==> src/rtl/mem_stage_pkg.sv <==
// mem_stage_pkg: shared MEM_ctrl bit positions, size codes, FSM states and lane helpers.
package mem_stage_pkg;
  localparam int CTRL_RD  = 0;
  localparam int CTRL_WR  = 1;
  localparam int CTRL_UNS = 2;
  localparam int CTRL_SZ  = 3;
  localparam logic [1:0] SZ_BYTE = 2'b00;
  localparam logic [1:0] SZ_HALF = 2'b01;
  localparam logic [1:0] SZ_WORD = 2'b10;
  typedef enum logic {S_IDLE = 1'b0, S_WAIT = 1'b1} state_e;
  typedef struct packed {
    logic [31:0] alu;
    logic [31:0] wdata;
    logic [3:0]  be;
    logic        we;
    logic [1:0]  off;
    logic [1:0]  size;
    logic        uns;
    logic [4:0]  rd;
    logic        wb;
  } req_t;
  // Size code 11 behaves as a word; halves and words are forced onto their natural lane.
  function automatic logic [1:0] lane_off(input logic [1:0] sz, input logic [1:0] a);
    return sz == SZ_BYTE ? a : sz == SZ_HALF ? {a[1], 1'b0} : 2'b00;
  endfunction
  function automatic logic misaligned(input logic [1:0] sz, input logic [1:0] a);
    return sz == SZ_BYTE ? 1'b0 : sz == SZ_HALF ? a[0] : |a;
  endfunction
endpackage

==> src/rtl/mem_stage_if.sv <==
// mem_stage_if: ready/valid data-memory port between the memory stage and the data memory.
interface mem_stage_if;
  logic        dmem_req;
  logic        dmem_we;
  logic [31:0] dmem_addr;
  logic [31:0] dmem_wdata;
  logic [3:0]  dmem_be;
  logic        dmem_ready;
  logic [31:0] dmem_rdata;
  modport master (
    output dmem_req, dmem_we, dmem_addr, dmem_wdata, dmem_be,
    input  dmem_ready, dmem_rdata
  );
  modport slave (
    input  dmem_req, dmem_we, dmem_addr, dmem_wdata, dmem_be,
    output dmem_ready, dmem_rdata
  );
endinterface

==> src/rtl/mem_load_align.sv <==
// mem_load_align: selects the addressed byte/half of a read word and sign- or zero-extends it.
module mem_load_align
  import mem_stage_pkg::*;
(
  input  logic [31:0] i_rdata,
  input  logic [1:0]  i_off,
  input  logic [1:0]  i_size,
  input  logic        i_uns,
  output logic [31:0] o_data
);
  logic [31:0] w_sh;
  always_comb begin
    w_sh = i_rdata >> {i_off, 3'b000};
    o_data = i_size == SZ_BYTE ? {{24{~i_uns & w_sh[7]}}, w_sh[7:0]} :
             i_size == SZ_HALF ? {{16{~i_uns & w_sh[15]}}, w_sh[15:0]} : i_rdata;
  end
endmodule

==> src/rtl/mem_stage.sv <==
// mem_stage: memory-access stage; drives the data-memory port, stalls while an access is pending,
// and registers the MEM/WB payload. Define MEM_MISALIGN_TRAP_EN to trap misaligned half/word accesses.
module mem_stage
  import mem_stage_pkg::*;
(
  input  logic        clk,
  input  logic        rst,
  input  logic [31:0] ALUres_in,
  input  logic [31:0] data2_in,
  input  logic [4:0]  rd_in,
  input  logic [4:0]  MEM_ctrl_in,
  input  logic        WB_ctrl_in,
  mem_stage_if.master dmem,
  output logic        mem_stall,
  output logic [31:0] wb_data_out,
  output logic [4:0]  rd_out,
  output logic        WB_ctrl_out,
  output logic        misalign_out
);
  state_e      r_state;
  req_t        r_req;
  req_t        w_req;
  req_t        w_cur;
  logic        w_is_wr;
  logic        w_is_rd;
  logic        w_trap;
  logic        w_op;
  logic        w_wait;
  logic        w_active;
  logic        w_stall;
  logic        w_go;
  logic [31:0] w_ld;
  always_comb begin
    w_is_wr = MEM_ctrl_in[CTRL_WR];
    w_is_rd = MEM_ctrl_in[CTRL_RD] & ~w_is_wr;
    w_req.alu = ALUres_in;
    w_req.size = MEM_ctrl_in[CTRL_SZ +: 2];
    w_req.off = lane_off(w_req.size, ALUres_in[1:0]);
    w_req.we = w_is_wr;
    w_req.uns = MEM_ctrl_in[CTRL_UNS];
    w_req.rd = rd_in;
    w_req.wb = WB_ctrl_in;
    w_req.wdata = w_req.size == SZ_BYTE ? {4{data2_in[7:0]}} :
                  w_req.size == SZ_HALF ? {2{data2_in[15:0]}} : data2_in;
    w_req.be = !w_is_wr ? 4'b0000 :
               w_req.size == SZ_BYTE ? 4'b0001 << w_req.off :
               w_req.size == SZ_HALF ? 4'b0011 << w_req.off : 4'b1111;
`ifdef MEM_MISALIGN_TRAP_EN
    w_trap = (w_is_rd | w_is_wr) & misaligned(w_req.size, ALUres_in[1:0]);
`else
    w_trap = 1'b0;
`endif
    w_op = (w_is_rd | w_is_wr) & ~w_trap;
  end
  // Once issued, the request is replayed from the latch so the port stays stable while stalled.
  assign w_wait   = r_state == S_WAIT;
  assign w_cur    = w_wait ? r_req : w_req;
  assign w_active = w_wait | w_op;
  assign w_stall  = w_active & ~dmem.dmem_ready;
  assign w_go     = rst & w_active;
  assign mem_stall        = rst & w_stall;
  assign dmem.dmem_req    = w_go;
  assign dmem.dmem_we     = w_go & w_cur.we;
  assign dmem.dmem_addr   = w_go ? {w_cur.alu[31:2], 2'b00} : '0;
  assign dmem.dmem_wdata  = w_go ? w_cur.wdata : '0;
  assign dmem.dmem_be     = w_go ? w_cur.be : '0;
  mem_load_align u_align (
    .i_rdata (dmem.dmem_rdata),
    .i_off   (w_cur.off),
    .i_size  (w_cur.size),
    .i_uns   (w_cur.uns),
    .o_data  (w_ld)
  );
  // While stalled the MEM/WB register takes a bubble so the instruction retires exactly once.
  always_ff @(posedge clk or negedge rst) begin
    if (!rst) begin
      r_state <= S_IDLE;
      r_req <= '0;
      wb_data_out <= '0;
      rd_out <= '0;
      WB_ctrl_out <= 1'b0;
      misalign_out <= 1'b0;
    end else begin
      r_state <= w_stall ? S_WAIT : S_IDLE;
      if (!w_wait) r_req <= w_req;
      if (w_stall) begin
        wb_data_out <= '0;
        rd_out <= '0;
        WB_ctrl_out <= 1'b0;
        misalign_out <= 1'b0;
      end else if (w_active) begin
        wb_data_out <= w_cur.we ? w_cur.alu : w_ld;
        rd_out <= w_cur.rd;
        WB_ctrl_out <= w_cur.wb;
        misalign_out <= 1'b0;
      end else begin
        wb_data_out <= ALUres_in;
        rd_out <= rd_in;
        WB_ctrl_out <= WB_ctrl_in & ~w_trap;
        misalign_out <= w_trap;
      end
    end
  end
  a_req_hold: assert property (@(posedge clk) disable iff (!rst)
    dmem.dmem_req && !dmem.dmem_ready |=> dmem.dmem_req && $stable(dmem.dmem_addr)
      && $stable(dmem.dmem_we) && $stable(dmem.dmem_be) && $stable(dmem.dmem_wdata));
endmodule

==> src/flat_wrapper.sv <==
// flat-port wrapper written by rule: the top's interface ports become plain ports
module mem_stage_flat import mem_stage_pkg::*;
  (clk, rst, ALUres_in, data2_in, rd_in, MEM_ctrl_in, WB_ctrl_in, mem_stall, wb_data_out, rd_out, WB_ctrl_out, misalign_out, dmem_dmem_req, dmem_dmem_we, dmem_dmem_addr, dmem_dmem_wdata, dmem_dmem_be, dmem_dmem_ready, dmem_dmem_rdata);
  mem_stage_if dmem_i ();
  input  logic clk;
  input  logic rst;
  input  logic [31:0] ALUres_in;
  input  logic [31:0] data2_in;
  input  logic [4:0] rd_in;
  input  logic [4:0] MEM_ctrl_in;
  input  logic WB_ctrl_in;
  output logic mem_stall;
  output logic [31:0] wb_data_out;
  output logic [4:0] rd_out;
  output logic WB_ctrl_out;
  output logic misalign_out;
  output wire logic [$bits(dmem_i.dmem_req)-1:0] dmem_dmem_req;
  output wire logic [$bits(dmem_i.dmem_we)-1:0] dmem_dmem_we;
  output wire logic [$bits(dmem_i.dmem_addr)-1:0] dmem_dmem_addr;
  output wire logic [$bits(dmem_i.dmem_wdata)-1:0] dmem_dmem_wdata;
  output wire logic [$bits(dmem_i.dmem_be)-1:0] dmem_dmem_be;
  input wire logic [$bits(dmem_i.dmem_ready)-1:0] dmem_dmem_ready;
  input wire logic [$bits(dmem_i.dmem_rdata)-1:0] dmem_dmem_rdata;
  assign dmem_dmem_req = dmem_i.dmem_req;
  assign dmem_dmem_we = dmem_i.dmem_we;
  assign dmem_dmem_addr = dmem_i.dmem_addr;
  assign dmem_dmem_wdata = dmem_i.dmem_wdata;
  assign dmem_dmem_be = dmem_i.dmem_be;
  assign dmem_i.dmem_ready = dmem_dmem_ready;
  assign dmem_i.dmem_rdata = dmem_dmem_rdata;
  mem_stage u_core (.clk(clk), .rst(rst), .ALUres_in(ALUres_in), .data2_in(data2_in), .rd_in(rd_in), .MEM_ctrl_in(MEM_ctrl_in), .WB_ctrl_in(WB_ctrl_in), .dmem(dmem_i), .mem_stall(mem_stall), .wb_data_out(wb_data_out), .rd_out(rd_out), .WB_ctrl_out(WB_ctrl_out), .misalign_out(misalign_out));
endmodule
==> config.mk <==
export PLATFORM = sky130hd
export DESIGN_NAME = mem_stage_flat
export DESIGN_NICKNAME = d
export VERILOG_FILES = /design/src/rtl/mem_stage_pkg.sv /design/src/rtl/mem_stage_if.sv /design/src/rtl/mem_load_align.sv /design/src/rtl/mem_stage.sv /design/src/flat_wrapper.sv
export SDC_FILE = /design/constraint.sdc
export NUM_CORES = 1
export LEC_CHECK = 0
export ABC_AREA = 1
export CAP_MARGIN = 0
export CORE_ASPECT_RATIO = 0.7
export CORE_MARGIN = 4
export CORE_UTILIZATION = 45
export DETAILED_ROUTE_END_ITERATION = 6
export GPL_ROUTABILITY_DRIVEN = 1
export MAX_ROUTING_LAYER = met4
export PLACE_DENSITY = 0.79
export SLEW_MARGIN = 20
export SYNTH_ARGS = -nofsm -noshare
export SYNTH_HDL_FRONTEND = slang
export SYNTH_HIERARCHICAL = 1
export SYNTH_SLANG_ARGS = --single-unit
==> constraint.sdc <==
create_clock -name clk -period 6.2 [get_ports clk]
set_input_delay 0.62 -clock clk [delete_from_list [all_inputs] [get_ports clk]]
set_output_delay 0.62 -clock clk [all_outputs]
set_load 0.05 [all_outputs]
==> results.ini <==
[run_status]
status=complete, no violations

[floorplan]
dieArea_mm2=0.01688
row_count=36
start_util=0.4690
io_pins=220
core_area_mm2=0.01423
die_y_um=109.9
die_w_um=153.6

[sta]
drv_slew=0
fmax_mhz=237.1
finalSetupViolCount=0
hold_ws_ns=0.2802
max_slew_margin=0.4370
post-route-period-util=0.6802
rsz0062_at_grt=no
fin_skew_ns=0.009317
min_period_ns=4.217
report.final.hold_viol_count=0
worst_pin_slew_ns=0.8424
tns_ns=0

[drt]
vias=6693
ant_nets=0
drc=0
routed_via_density=4.875
firstDrtPassIters=5
drt_iter0_drc=566
routed_wl_mm=21.11
wl_per_cell_um=15.38

[layout]
multiInputGateArea_mm2=0.002783
design_area_mm2=0.009462
num-fill-cells=1229
area_growth_pct=41.74
final_nets=1281
drive_above_1_share=0.06762
insertedDiodeCount=0
register_area_mm2=0.002979

[critical_path]
arrival_ns=3.60
crit_start=u_core/r_state
crit_fanout=49
critical_path_cell_count=7
crit_slowest_cell=clkdlybuf4s50_1
cp-end-kind=primary output
critical_path.top_delay_family=buffers and inverters
worstSetupEndpoint=dmem_dmem_wdata[10]
critPathLaunchType=flip-flop
crit_chain=inv_2, nand2_1, nand3_1, nand2_1, nand2_1, nor2_1, clkdlybuf4s50_1
cp.buffers_inverters=2
r2r_slack_ns=2.28
r2r_start=u_core/r_state
crit_type=flip-flop to primary output
regToRegEndpoint=u_core/wb_data_out[29]
cpPeakStageDelay_ns=0.84
cp_common_cell=nand2_1
critPathRequiredTime_ns=5.58
r2r_cells=12

[global_routing]
antenna_found_initial=0
grt_usage=0.2616
grt_pass1_vias=6505
grt-ovfl-total=0
grt_max_degree=64
grt_pass1_wl_mm=34.15

[synth]
async_flop_share=1.000
synth_flop_cell=dfrtp_1
synth_edf_count=0
synth_cell_types=27
synth_top_area_share=0.4461
post_synth.cell_area_avg_um2=6.832
netlist_top_cells_count=343 x nand2_1, 164 x inv_1, 119 x dfrtp_1
synthTopCellsByArea=dfrtp_1 45%, nand2_1 19%, inv_1 9.2%, nand3_1 7.0%, nor2_1 4.5%
synth_cells=977
yosys_register_bits=119
synth_area_leader_cell=dfrtp_1
synth_area_mm2=0.006675
ys.warnings.count=6
synth.most_common_cell=nand2_1
seq_area_frac_synth=0.4461

[clock_tree]
ctsResizeCount=0
clk_latency_ns=0.41
cts_tree=built
cts-buffers-inserted=17
clockRootBuffer=clkbuf_16
cts_htree_levels=4
cts_hold_buffers=0
clockBufferDepth=2
cts.sinks=119
clk_pin_slew_worst_paths_ns=0.06
post_cts_buffers=0

[placed_design]
post_dp_cell_area_mm2=0.008838
gp_congestion=0.9485
dp.final_hpwl_mm=15.37
portBuffers=216

[power]
ir_worst_vdd_mv=0.1828
powerDensity_mw_per_mm2=292.9
leakage_nw=4.943
total_power_mw=2.771

[run]
maxCapViolCount=0

[worst_hold_path]
min_path_type=input port to async pin

-- cell type report --
class                   instances  share of cell area
repair buffers                222              0.2330
flip-flops and latches        119              0.3149
well taps                     190             0.02513
clock inverters                13             0.01798
clock buffers                  19             0.04787
inverters                     169             0.06705
multi-input cells             641              0.2941
-- power by group --
group	total (mW)	switching, mW	leakage, nW	internal [mW]
sequential	0.895	0.0300	1.42	0.865
clock	1.03	0.371	0.296	0.657
combinational	0.848	0.565	3.23	0.283
total	2.77	0.966	4.94	1.81
-- metal layers --
metal	global-route usage	vias to the layer above	wire length [um]
met1	0.3758	3049	10180
li1	-	3323	-
met4	0.06490	0	297
met5	-	-	0
met3	0.05744	26	1672
met2	0.3787	295	8961
-- per-stage QoR --
step | worst slack [ns] | util | instances
6_report | 1.983 | 0.6647 | 1373
5_1_grt | 1.692 | 0.6647 | 1373
4_1_cts | 1.952 | 0.6647 | 1373
3_5_place_dp | 2.043 | 0.6210 | 1341
3_3_place_gp | 2.168 | 0.6210 | 1341
2_1_floorplan | 3.171 | - | 979
-- worst min-delay path by stage --
stage	from	to	slack (ns)	cells past startpoint
after detailed placement	u_core/r_req[14]	u_core/r_req[14]	0.46	2
after floorplan	rst	u_core/WB_ctrl_out	0.32	0
final	rst	u_core/rd_out[2]	0.28	1
after global routing	rst	u_core/r_state	0.34	1
after CTS	rst	u_core/rd_out[2]	0.30	1
after global placement	u_core/r_req[15]	u_core/r_req[15]	0.46	2
-- kinds of logic after synthesis --
| logic type | share of synthesized area |
|---|---|
| buf+inv | 0.1385 |
| compound gates | 0.06673 |
| simple gates | 0.3462 |
| fa+ha+maj | 0.001874 |
| flops | 0.4461 |
| other cells | 0.0005618 |
-- worst reg2reg max path: cells and delay by family (launching register included) --
kind | cells | cell delay, ns
flip-flops | 1 | 0.78
AND/OR/NAND/NOR | 8 | 1.93
buffers and inverters | 4 | 1.17
-- sequential cells by signal, indices dropped and copies added, names as in the netlist --
| register | cells |
|---|---|
| u_core/r_req | 80 |
| u_core/rd_out | 5 |
| u_core/wb_data_out | 32 |
| u_core/WB_ctrl_out | 1 |
| u_core/r_state | 1 |
-- placed cells by master (no fill, tap or decap), types with 2 or more instances in the layout --
cell,count
a21oi_1,14
buf_4,7
bufinv_16,3
clkbuf_16,17
clkbuf_8,2
clkdlybuf4s50_1,215
clkinv_4,4
clkinvlp_4,3
conb_1,3
dfrtp_1,118
inv_1,164
inv_2,4
inv_6,2
nand2_1,342
nand2_2,4
nand3_1,94
nand3_2,3
nor2_1,80
nor2_2,4
o211ai_1,7
o21ai_0,48
o21ai_1,13
o21ai_2,2
or2_2,21
(Power assumes the default switching activity.)
